`config.mk`:
```
export PLATFORM = sky130hd
export DESIGN_NAME = multicycle_alu
export DESIGN_NICKNAME = d
export VERILOG_FILES = /design/src/rtl/multicycle_alu.sv
export SDC_FILE = /design/constraint.sdc
export NUM_CORES = 1
export LEC_CHECK = 0
export ABC_AREA = 0
export BUFFER_PORTS_ARGS = -buffer_cell sky130_fd_sc_hd__buf_2
export CAP_MARGIN = 20
export CORE_MARGIN = 8
export CORE_UTILIZATION = 50
export CTS_CLUSTER_SIZE = 30
export DETAILED_ROUTE_END_ITERATION = 10
export GPL_TIMING_DRIVEN = 1
export PLACE_DENSITY = 0.66
export SLEW_MARGIN = 30
export SYNTH_ARGS = -nofsm -noshare
export SYNTH_HDL_FRONTEND = slang
export SYNTH_SLANG_ARGS = --single-unit
```
`constraint.sdc`:
```
create_clock -name clk -period 3.3 [get_ports clk]
set_clock_uncertainty 0.15 [all_clocks]
set_input_delay 0.33 -clock clk [delete_from_list [all_inputs] [get_ports clk]]
set_output_delay 0.33 -clock clk [all_outputs]
set_load 0.01 [all_outputs]
```
`src/rtl/multicycle_alu.sv`:
```
`default_nettype none
// ============================================================================
// Module      : multicycle_alu
// Description : Handshaked ALU; shifts iterate one bit per cycle.
// Revision    : 1.0 - initial release
// ============================================================================
module multicycle_alu #(
  parameter int XLEN = 32
) (
  input  logic            clk,
  input  logic            reset,
  input  logic            in_valid,
  output logic            in_ready,
  input  logic [3:0]      alu_ctrl,
  input  logic [XLEN-1:0] op_a,
  input  logic [XLEN-1:0] op_b,
  output logic            out_valid,
  input  logic            out_ready,
  output logic [XLEN-1:0] result,
  output logic            zero
);

  localparam int SHW = $clog2(XLEN);
  localparam logic [SHW-1:0] c_cnt_one = {{(SHW-1){1'b0}}, 1'b1};

  typedef enum logic [1:0] {
    S_IDLE  = 2'd0,
    S_SHIFT = 2'd1,
    S_DONE  = 2'd2
  } state_t;

  state_t          r_state;
  logic            r_in_ready;
  logic            r_out_valid;
  logic [XLEN-1:0] r_result;
  logic            r_zero;
  logic [SHW-1:0]  r_cnt;
  logic [1:0]      r_shift_kind;

  logic [SHW-1:0]  w_shamt;
  logic            w_is_shift;
  logic [XLEN-1:0] w_alu;
  logic [XLEN-1:0] w_step;

  assign w_shamt = op_b[SHW-1:0];

  // Shifts return op_a here; a non-zero shamt is handled iteratively.
  always_comb begin
    w_is_shift = 1'b0;
    w_alu      = op_a + op_b;
    case (alu_ctrl)
      4'b1000, 4'b1010:         w_alu = op_a - op_b;
      4'b0001, 4'b0101, 4'b1101: begin
        w_is_shift = 1'b1;
        w_alu      = op_a;
      end
      4'b0010: w_alu = {{(XLEN-1){1'b0}}, ($signed(op_a) < $signed(op_b))};
      4'b0011: w_alu = {{(XLEN-1){1'b0}}, (op_a < op_b)};
      4'b0100: w_alu = op_a ^ op_b;
      4'b0110: w_alu = op_a | op_b;
      4'b0111: w_alu = op_a & op_b;
      default: w_alu = op_a + op_b;
    endcase
  end

  // alu_ctrl[3:2] distinguishes SLL (00), SRL (01) and SRA (11).
  always_comb begin
    case (r_shift_kind)
      2'b00:   w_step = {r_result[XLEN-2:0], 1'b0};
      2'b01:   w_step = {1'b0, r_result[XLEN-1:1]};
      default: w_step = {r_result[XLEN-1], r_result[XLEN-1:1]};
    endcase
  end

  always_ff @(posedge clk or posedge reset) begin
    if (reset) begin
      r_state      <= S_IDLE;
      r_in_ready   <= 1'b0;
      r_out_valid  <= 1'b0;
      r_result     <= '0;
      r_zero       <= 1'b0;
      r_cnt        <= '0;
      r_shift_kind <= 2'b00;
    end else begin
      case (r_state)
        S_IDLE: begin
          r_in_ready <= 1'b1;
          if (in_valid && r_in_ready) begin
            r_in_ready <= 1'b0;
            r_result   <= w_alu;
            r_zero     <= (w_alu == '0);
            if (w_is_shift && (w_shamt != '0)) begin
              r_cnt        <= w_shamt;
              r_shift_kind <= alu_ctrl[3:2];
              r_state      <= S_SHIFT;
            end else begin
              r_out_valid <= 1'b1;
              r_state     <= S_DONE;
            end
          end
        end
        S_SHIFT: begin
          r_result <= w_step;
          r_zero   <= (w_step == '0);
          r_cnt    <= r_cnt - c_cnt_one;
          if (r_cnt == c_cnt_one) begin
            r_out_valid <= 1'b1;
            r_state     <= S_DONE;
          end
        end
        S_DONE: begin
          if (out_ready) begin
            r_out_valid <= 1'b0;
            r_in_ready  <= 1'b1;
            r_state     <= S_IDLE;
          end
        end
        default: begin
          r_in_ready  <= 1'b0;
          r_out_valid <= 1'b0;
          r_state     <= S_IDLE;
        end
      endcase
    end
  end

  assign in_ready  = r_in_ready;
  assign out_valid = r_out_valid;
  assign result    = r_result;
  assign zero      = r_zero;

endmodule
`default_nettype wire

```
==> results.sh, run 1 <==
export IMPL_outcome="finished with violations"
export IMPL_violations="negative setup slack"
export IMPL_whs_path_depth=4
export IMPL_die_area_sq_um=21600
export IMPL_track_usage_pct=31.7
export IMPL_maxSlewHeadroom_pct=40.2
export IMPL_cts_sinks=44
export IMPL_setup_ws_ns=-0.188
export IMPL_worstHoldPathType="in2reg"
export IMPL_finish_utilization_pct=70.4
export IMPL_worstReg2RegStart="r_state[0]$_DFFE_PP0P_"
export IMPL_drt_iter0_drc=1075
export IMPL_dieWidth_um=147
export IMPL_finalCritPeriodShare_pct=106
export IMPL_hp_start="out_ready"
export IMPL_grt_first_pass_wirelength_um=56300
export IMPL_rsz0062_at_grt="yes"
export IMPL_numCtsBuffers=5
export IMPL_path_max_fanout=7
export IMPL_fin_crit_ns=3.49
export IMPL_setup_viol=2
export IMPL_power_density_nw_per_um2=418
export IMPL_detail_route_vias_per_cell=6.23
export IMPL_drtAntennaViolNets=0
export IMPL_cts_tree="done"
export IMPL_yosys_warnings=0
export IMPL_drive_gt1_share_pct=34.4
export IMPL_drv_slew=0
export IMPL_fin_worst_hold_slack_ns=0.213
export IMPL_antenna_cells=0
export IMPL_dr_pass1_iters=6
export IMPL_fillers=1470
export IMPL_root_buffer="clkbuf_16"
export IMPL_worst_setup_path_start_kind="input pin"
export IMPL_synth_async_reset_ratio_pct=100
export IMPL_synth_edf_count=0
export IMPL_grt_max_degree=55
export IMPL_drc=0
export IMPL_io_buffer_count=106
export IMPL_worstPathRequired_ns=3.35
export IMPL_wl_per_cell_um=20.4
export IMPL_cp_end_kind="flip-flop"
export IMPL_instances_no_fill=1793
export IMPL_ys_seq_area_share_pct=12.8
export IMPL_path_clk_slew_ns=0.06
export IMPL_avgSynthCellArea_sq_um=7.04
export IMPL_die_h_um=147
export IMPL_syn_area_sq_um=8580
export IMPL_globalRouteOverflowTotal=0
export IMPL_synthCells=1218
export IMPL_cts_htree_levels=2
export IMPL_start_util_pct=50.3
export IMPL_fin_nets=1739
export IMPL_synth_ff_type="dfrtp_1"
export IMPL_worstRegToRegCells=10
export IMPL_clk_path_buf_depth=2
export IMPL_setup_tns_final_ns=-0.224
export IMPL_antenna_found_initial=0
export IMPL_ys_seq_elements=44
export IMPL_dp_hpwl_um=28800
export IMPL_area_growth_pct=39.9
export IMPL_coreArea_sq_um=17100
export IMPL_crit_type="in2reg"
export IMPL_insertion_delay_ns=0.29
export IMPL_worst_slew_pin_transition_ns=0.897
export IMPL_leakage_uw=0.00571
export IMPL_ys_types=101
export IMPL_dpl_cell_count=1774
export IMPL_grt_pass1_vias=10448
export IMPL_synth_nets=1390
export IMPL_arrival_ns=3.53
export IMPL_hold_viol=0
export IMPL_wirelength_um=36500
export IMPL_startpoint="op_b[2]"
export IMPL_pin_count=107
export IMPL_max_cap_viol_count=0
export IMPL_num_vias=11164
export IMPL_place_congestion=1.02
export IMPL_irDropWorstVdd_v=0.000635
export IMPL_max_clock_freq_mhz=287
export IMPL_rows=48
## Yosys cell counts, types with 17 or more instances
cell | number | area share, %
a21o_1 | 17 | 1.5
o21ai_0 | 97 | 5.7
nand3_1 | 35 | 2.0
a221oi_1 | 21 | 2.1
o31ai_1 | 17 | 1.5
inv_1 | 98 | 4.3
nand2_1 | 164 | 7.2
nor4_1 | 20 | 1.5
dfrtp_1 | 44 | 13
a21oi_1 | 94 | 5.5
a22oi_1 | 18 | 1.6
nor2_1 | 88 | 3.8
clkbuf_1 | 51 | 2.2
nor3_1 | 27 | 1.6
ha_1 | 98 | 14
a31oi_1 | 17 | 1.2
## timing repair
item | CTS | global route
setup endpoints to repair | 8 | 17
pin swaps | 8 | 31
hold endpoints to repair | 4 | 0
hold buffers | 1 | 0
setup buffers | 3 | 8
gates resized for setup | 20 | 90
## flip-flops by register name (all words and copies together) (netlist names)
register	cells
result	32
r_cnt	5
r_shift_kind	2
r_state	2
in_ready	1
out_valid	1
zero	1
## worst paths after layout
path	endpoint	slack, ns
worst min-delay path	r_state[1]$_DFFE_PP0P_	0.21
max in group asynchronous	r_shift_kind[0]$_DFFE_PP0P_	1.96
min in group asynchronous	result[24]$_DFFE_PP0P_	0.30
worst max register to register	zero$_DFFE_PP0P_	0.42
worst min register to register	r_cnt[4]$_DFFE_PP0P_	0.40
worst max-delay path	zero$_DFFE_PP0P_	-0.19
## placed cells by master, fill, tap and decap left out, drive strengths merged, types with 22 or more instances in the layout
cell type and count:
nand3 35, dfrtp 44, inv 99, buf 423
a21oi 94, nor3 28, nor4 22, o21ai 107
nor2 88, ha 98, nand2 164
## metal layers
| layer | up-vias | GRT usage [%] | part of all wire (%) |
|---|---|---|---|
| met1 | 5270 | 42.9 | 43 |
| met5 | - | 0 | 0 |
| met2 | 595 | 51.7 | 45 |
| met3 | 105 | 3.75 | 9.0 |
| met4 | 0 | 9.59 | 3.2 |
| li1 | 5194 | - | - |
## critical path: stages
cell and delay, ns:
buf_2 0.10, inv_1 0.12, ha_4 0.23, buf_6 0.14
and2b_2 0.25, o21ai_4 0.07, and2_1 0.19, buf_4 0.14
a221oi_1 0.28, o21ai_1 0.17, or3_1 0.46, nor4_4 0.29
nand4b_1 0.18, nor4_2 0.19, nand4_1 0.18, o31ai_2 0.21
## cell families after synthesis
| logic type | after synthesis | synth area share (%) |
|---|---|---|
| and+or+nand+nor | 421 | 23.4 |
| muxes | 12 | 1.46 |
| xor gates and xnor gates | 6 | 0.612 |
| DFF | 44 | 12.8 |
| adders and majority gates | 100 | 14.8 |
| AOI/OAI and AO/OA | 453 | 36.5 |
| buffers and inverters | 182 | 10.5 |
## stage by stage
stage,area [sq um],power [uW],worst slack (ns)
after floorplan,8610,2920,0.00560
after global placement,11300,4150,-0.451
after detailed placement,11300,4210,-0.713
after CTS,11500,4810,-0.143
after global routing,12000,5360,-0.310
final,12000,5020,-0.188
## where the power goes
group          switching, uW  internal [uW]  total [uW]
clock network            210            356         567
registers                366            784        1150
logic                   1900           1400        3300
total                   2480           2540        5020
## layout make-up
class                           count  area (sq um)  share of cell area [%]
Clock buffer                        6           129                    1.07
Clock inverter                      2          35.0                   0.292
Inverter                          100           378                    3.15
Multi-Input combinational cell    992          7070                    58.9
Sequential cell                    44          1100                    9.17
Tap cell                          225           282                    2.35
Timing Repair Buffer              424          3010                    25.0
(Power assumes the default switching activity.)
==> run 2: changes to the inputs <==
--- a/config.mk
+++ b/config.mk
@@ -12,8 +12,8 @@
 export CORE_UTILIZATION = 50
 export CTS_CLUSTER_SIZE = 30
 export DETAILED_ROUTE_END_ITERATION = 10
-export GPL_TIMING_DRIVEN = 1
-export PLACE_DENSITY = 0.66
+export GPL_TIMING_DRIVEN = 0
+export PLACE_DENSITY = 0.71
 export SLEW_MARGIN = 30
 export SYNTH_ARGS = -nofsm -noshare
 export SYNTH_HDL_FRONTEND = slang
==> run 2 against run 1 <==
The flow still finishes with violations (negative setup slack); utilization decreased by 8.2 points; register-to-register slack got worse by 0.52 ns; global-route usage increased by 0.095 points; die area unchanged; highest routed layer unchanged; setup slack got worse by 0.068 ns; worst hold slack got worse by 0.023 ns; critical path type unchanged; sequential power about the same.
==> results.sh, run 2 (synthesized netlist as in run 1, its figures left out) <==
export IMPL_drv_slew=0
export IMPL_rows=48
export IMPL_hp_start="out_ready"
export IMPL_hold_end="r_state[1]$_DFFE_PP0P_"
export IMPL_fillers=1577
export IMPL_p_sw_share_pct=52.1
export IMPL_clk_path_buf_depth=2
export IMPL_violations="negative setup slack"
export IMPL_drtAntennaViolNets=0
export IMPL_antenna_found_initial=0
export IMPL_drive_gt1_share_pct=24.0
export IMPL_wl_per_cell_um=22.6
export IMPL_worst_setup_path_start_kind="input pin"
export IMPL_setup_viol=1
export IMPL_drc=0
export IMPL_instances_no_fill=1598
export IMPL_path_max_fanout=4
export IMPL_largest_reg_flops=32
export IMPL_wirelength_um=36000
export IMPL_fin_nets=1544
export IMPL_antenna_cells=0
export IMPL_outcome="finished with violations"
export IMPL_cts_htree_levels=2
export IMPL_place_congestion=1.02
export IMPL_insertion_delay_ns=0.29
export IMPL_power_frac_seq_pct=24.0
export IMPL_clockPowerShare_pct=11.7
export IMPL_finalCritPeriodShare_pct=108
export IMPL_max_clock_freq_mhz=281
export IMPL_worstReg2RegEnd="zero$_DFFE_PP0P_"
export IMPL_worstHoldPathType="in2reg"
export IMPL_rsz0062_at_grt="yes"
export IMPL_num_vias=10603
export IMPL_whs_path_depth=4
export IMPL_crit_type="in2reg"
export IMPL_postPlaceCellArea_sq_um=9450
export IMPL_numCtsBuffers=5
export IMPL_grt_max_degree=26
export IMPL_power_density_nw_per_um2=458
export IMPL_detail_route_vias_per_cell=6.64
export IMPL_coreArea_sq_um=17100
export IMPL_max_cap_viol_count=0
export IMPL_leakage_uw=0.00470
export IMPL_worstRegToRegCells=10
export IMPL_die_area_sq_um=21600
export IMPL_globalRouteOverflowTotal=0
export IMPL_intPower_uw=2320
export IMPL_track_usage_pct=31.8
export IMPL_io_buffer_count=106
export IMPL_dr_pass1_iters=5
export IMPL_cp_end_kind="flip-flop"
export IMPL_worstReg2RegStart="r_state[1]$_DFFE_PP0P_"
export IMPL_worstPathRequired_ns=3.36
export IMPL_final_cell_area_sq_um=10600
export IMPL_start_util_pct=50.3
export IMPL_dpl_cell_count=1550
export IMPL_p_sw_uw=2530
export IMPL_total_power_uw=4850
export IMPL_final_cell_mix="nand2_1, buf_2, a21oi_1, ha_1"
export IMPL_die_h_um=147
export IMPL_multi_input_area_sq_um=7130
export IMPL_path_clk_slew_ns=0.06
export IMPL_grt_pass1_vias=9947
export IMPL_irDropWorstVdd_v=0.000356
export IMPL_grt_first_pass_wirelength_um=55400
export IMPL_arrival_ns=3.61
export IMPL_worst_slew_pin_transition_ns=0.991
export IMPL_dp_hpwl_um=27200
export IMPL_cts_tree="done"
export IMPL_fin_crit_ns=3.56
export IMPL_drt_iter0_drc=1045
export IMPL_final_common_cell="nand2_1"
export IMPL_combPwrFrac_pct=64.3
export IMPL_dieWidth_um=147
export IMPL_rrSetupSlack_ns=-0.10
export IMPL_area_growth_pct=23.6
export IMPL_pin_count=107
export IMPL_hold_viol=0
export IMPL_cts_sinks=44
export IMPL_setup_ws_ns=-0.256
export IMPL_register_area_sq_um=1100
export IMPL_maxSlewHeadroom_pct=33.9
export IMPL_root_buffer="clkbuf_16"
-- run 2: cell types whose count changed in the layout (fill, tap and decap cells not counted), sizes merged --
cell and change:
clkinv -1, buf -258, bufbuf +1, clkbuf +62, inv +1
-- run 2: worst max-delay path by stage --
stage                           start          endpoint  slack [ns]  cells after the start
after detailed placement  alu_ctrl[3]  zero$_DFFE_PP0P_       -1.06                     13
after CTS                     op_b[0]  zero$_DFFE_PP0P_       -0.25                     14
after global placement    alu_ctrl[3]  zero$_DFFE_PP0P_       -1.04                     13
after global routing          op_b[0]  zero$_DFFE_PP0P_       -0.28                     14
final                         op_a[0]  zero$_DFFE_PP0P_       -0.26                     16
after floorplan               op_a[0]  zero$_DFFE_PP0P_       0.006                     13
-- run 2: cell type report --
class / instances / share of cell area [%]
Inverter: 100 / 3.80
Multi-Input combinational cell: 992 / 67.2
Sequential cell: 44 / 10.4
Clock inverter: 2 / 0.330
Timing Repair Buffer: 152 / 9.43
Buffer: 77 / 4.96
Tap cell: 225 / 2.66
Clock buffer: 6 / 1.22
-- run 2: power groups by stage --
| stage | logic, uW | registers [uW] | clock network (uW) |
|---|---|---|---|
| final | 3120 | 1160 | 570 |
| after global routing | 3390 | 1190 | 595 |
| after floorplan | 1810 | 1110 | 0 |
| after detailed placement | 2790 | 1150 | 0 |
| after global placement | 2750 | 1150 | 0 |
| after CTS | 2960 | 1140 | 573 |
-- run 2: what timing repair did --
| item | in CTS | in global routing |
|---|---|---|
| hold buffers | 1 | 0 |
| resized for setup | 125 | 67 |
| hold endpoints to repair | 24 | 0 |
| buffers inserted | 32 | 14 |
| setup endpoints to repair | 22 | 16 |
| pin swaps | 36 | 38 |
-- run 2: critical path: stages --
cell and delay [ns]:
buf_8 0.11, inv_1 0.12, ha_4 0.16, inv_1 0.05, fa_2 0.34, and2b_2 0.24, o21ai_4 0.19, a211oi_4 0.12
o21ai_1 0.22, a221oi_1 0.11, or3_1 0.54, nor4_4 0.26, nand4b_1 0.20, nor4_2 0.27, nand4_1 0.14, o31ai_2 0.23
-- run 2: through the flow --
stage                     hold WS (ns)  utilization [%]  setup TNS [ns]  setup slack (ns)
after floorplan                  0.321                -               0           0.00560
after global placement           0.343             55.2          -12.71             -1.04
after detailed placement         0.277             55.4          -13.23             -1.06
after CTS                        0.198             60.4          -0.353            -0.250
after global routing             0.210             62.2          -0.513            -0.279
final                            0.190             62.2          -0.256            -0.256
-- run 2: per-layer routing --
layer / share of wire, % / GRT usage, % / vias up
li1: - / - / 4803
met4: 4.7 / 16.0 / 0
met3: 9.7 / 4.98 / 126
met1: 40 / 40.1 / 4987
met5: 0 / 0 / -
met2: 46 / 51.7 / 687
==> run 3: changes to the inputs <==
--- a/config.mk
+++ b/config.mk
@@ -8,7 +8,6 @@
 export ABC_AREA = 0
 export BUFFER_PORTS_ARGS = -buffer_cell sky130_fd_sc_hd__buf_2
 export CAP_MARGIN = 20
-export CORE_MARGIN = 8
 export CORE_UTILIZATION = 50
 export CTS_CLUSTER_SIZE = 30
 export DETAILED_ROUTE_END_ITERATION = 10
==> run 3 against run 2 <==
The flow still finishes with violations (negative setup slack); fmax about the same; non-clock buffer count increased by 11; wire length increased by 1.4%; register-to-register slack improved by 0.06 ns; flip-flop and latch count unchanged; first-iteration DRC count increased by 18%.
==> results.sh, run 3 (synthesized netlist as in run 1, its figures left out) <==
export IMPL_outcome="finished with violations"
export IMPL_violations="negative setup slack"
export IMPL_dpl_cell_count=1545
export IMPL_io_buffer_count=106
export IMPL_track_usage_pct=40.1
export IMPL_cts_sinks=44
export IMPL_cts_htree_levels=2
export IMPL_drive_gt1_share_pct=25.5
export IMPL_dieWidth_um=133
export IMPL_drv_slew=0
export IMPL_leakage_uw=0.00475
export IMPL_worst_setup_path_start_kind="input pin"
export IMPL_final_common_cell="nand2_1"
export IMPL_path_clk_slew_ns=0.06
export IMPL_clk_path_buf_depth=2
export IMPL_numCtsBuffers=5
export IMPL_fin_crit_ns=3.56
export IMPL_grt_first_pass_wirelength_um=55500
export IMPL_rsz0062_at_grt="yes"
export IMPL_setup_ws_ns=-0.258
export IMPL_die_h_um=133
export IMPL_max_clock_freq_mhz=281
export IMPL_maxSlewHeadroom_pct=24.4
export IMPL_grt_pass1_vias=9679
export IMPL_num_vias=10789
export IMPL_detail_route_vias_per_cell=6.73
export IMPL_worstHoldPathType="in2reg"
export IMPL_finish_utilization_pct=64.3
export IMPL_drc=0
export IMPL_rows=47
export IMPL_crit_top_cell="o211ai_1"
export IMPL_final_cell_mix="nand2_1, buf_2, nor2_1, ha_1, a21oi_1"
export IMPL_insertion_delay_ns=0.29
export IMPL_drtAntennaViolNets=0
export IMPL_rrSetupSlack_ns=-0.04
export IMPL_instances_no_fill=1603
export IMPL_root_buffer="clkbuf_16"
export IMPL_finalCritPeriodShare_pct=108
export IMPL_coreArea_sq_um=16600
export IMPL_slowest_delay_ns=0.39
export IMPL_path_buf_inv=1
export IMPL_cts_tree="done"
export IMPL_globalRouteOverflowTotal=0
export IMPL_grt_max_degree=26
export IMPL_area_growth_pct=24.7
export IMPL_worst_slew_pin_transition_ns=1.13
export IMPL_critPathTopFamily="compound AO/OA/AOI/OAI gates"
export IMPL_worstPathCellList="buf_8 -> ha_4 -> fa_2 -> a211oi_2 -> o211ai_1 -> a211o_1 -> and2_4 -> a2111oi_4 -> o32ai_1 -> o22ai_1 -> o211ai_1 -> nor4_1 -> nand4_1 -> o31ai_2"
export IMPL_crit_type="in2reg"
export IMPL_dr_pass1_iters=5
export IMPL_irDropWorstVdd_v=0.000378
export IMPL_fin_nets=1555
export IMPL_place_congestion=1.00
export IMPL_die_area_sq_um=17700
export IMPL_worstPathRequired_ns=3.35
export IMPL_wl_per_cell_um=22.8
export IMPL_setup_viol=3
export IMPL_antenna_cells=0
export IMPL_cp_end_kind="flip-flop"
export IMPL_drt_iter0_drc=1233
export IMPL_antenna_found_initial=0
export IMPL_dp_hpwl_um=27500
export IMPL_max_cap_viol_count=0
export IMPL_cpMaxStageDelayCell="fa_2"
export IMPL_hold_viol=0
export IMPL_wirelength_um=36500
export IMPL_arrival_ns=3.61
export IMPL_largest_reg_flops=32
export IMPL_path_max_fanout=4
export IMPL_pin_count=107
export IMPL_power_density_nw_per_um2=449
export IMPL_start_util_pct=51.6
[run 3: routing by layer]
metal	GRT usage, %	part of all wire, %	vias up
met5	0	0	-
met1	52.9	40	5017
met3	5.40	11	165
met4	19.8	5.2	0
li1	-	-	4834
met2	64.0	44	773
[run 3: what timing repair did]
action,in CTS,in global routing
endpoints found under the setup margin,21,17
resized for setup,128,83
setup buffers,24,31
endpoints found under the hold margin,24,0
pin swaps,43,42
hold buffers,1,0
cloned,0,0
[run 3: power breakdown]
part,switching [uW],internal (uW)
clock,204,275
combinational,1950,1220
sequential,382,784
total,2530,2270
[run 3: worst paths after layout]
path | from | end | cells after the start
min in group asynchronous | reset | result[29]$_DFFE_PP0P_ | 3
max reg2reg | r_state[1]$_DFFE_PP0P_ | zero$_DFFE_PP0P_ | 10
max in group asynchronous | reset | result[1]$_DFFE_PP0P_ | 4
min | out_ready | r_state[1]$_DFFE_PP0P_ | 4
min reg2reg | r_cnt[1]$_DFFE_PP0P_ | r_cnt[1]$_DFFE_PP0P_ | 2
max | op_b[0] | zero$_DFFE_PP0P_ | 14
[run 3: per-stage QoR]
stage	TNS [ns]	hold slack [ns]	cell area, sq um	total power [uW]	setup WS [ns]
finish	-0.281	0.210	10700	4810	-0.258
global route	-0.489	0.256	10700	5090	-0.309
CTS	-0.503	0.214	10200	4590	-0.268
detailed placement	-14.95	0.273	9440	3950	-1.22
global placement	-15.21	0.344	9410	3910	-1.21
floorplan	0	0.321	8610	2920	0.00560
[run 3: area by class of cell]
class | instances | area, sq um
Buffer | 77 | 543
Multi-Input combinational cell | 992 | 7160
Tap cell | 220 | 275
Timing Repair Buffer | 163 | 1080
Clock inverter | 1 | 5.00
Sequential cell | 44 | 1100
Clock buffer | 6 | 129
Inverter | 100 | 407
Fill cell | 1496 | 5940
[run 3: worst min-delay path, stage by stage]
cell     delay (ns)
buf_2          0.10
nor2_1         0.04
nand2_1        0.05
o21ai_0        0.07
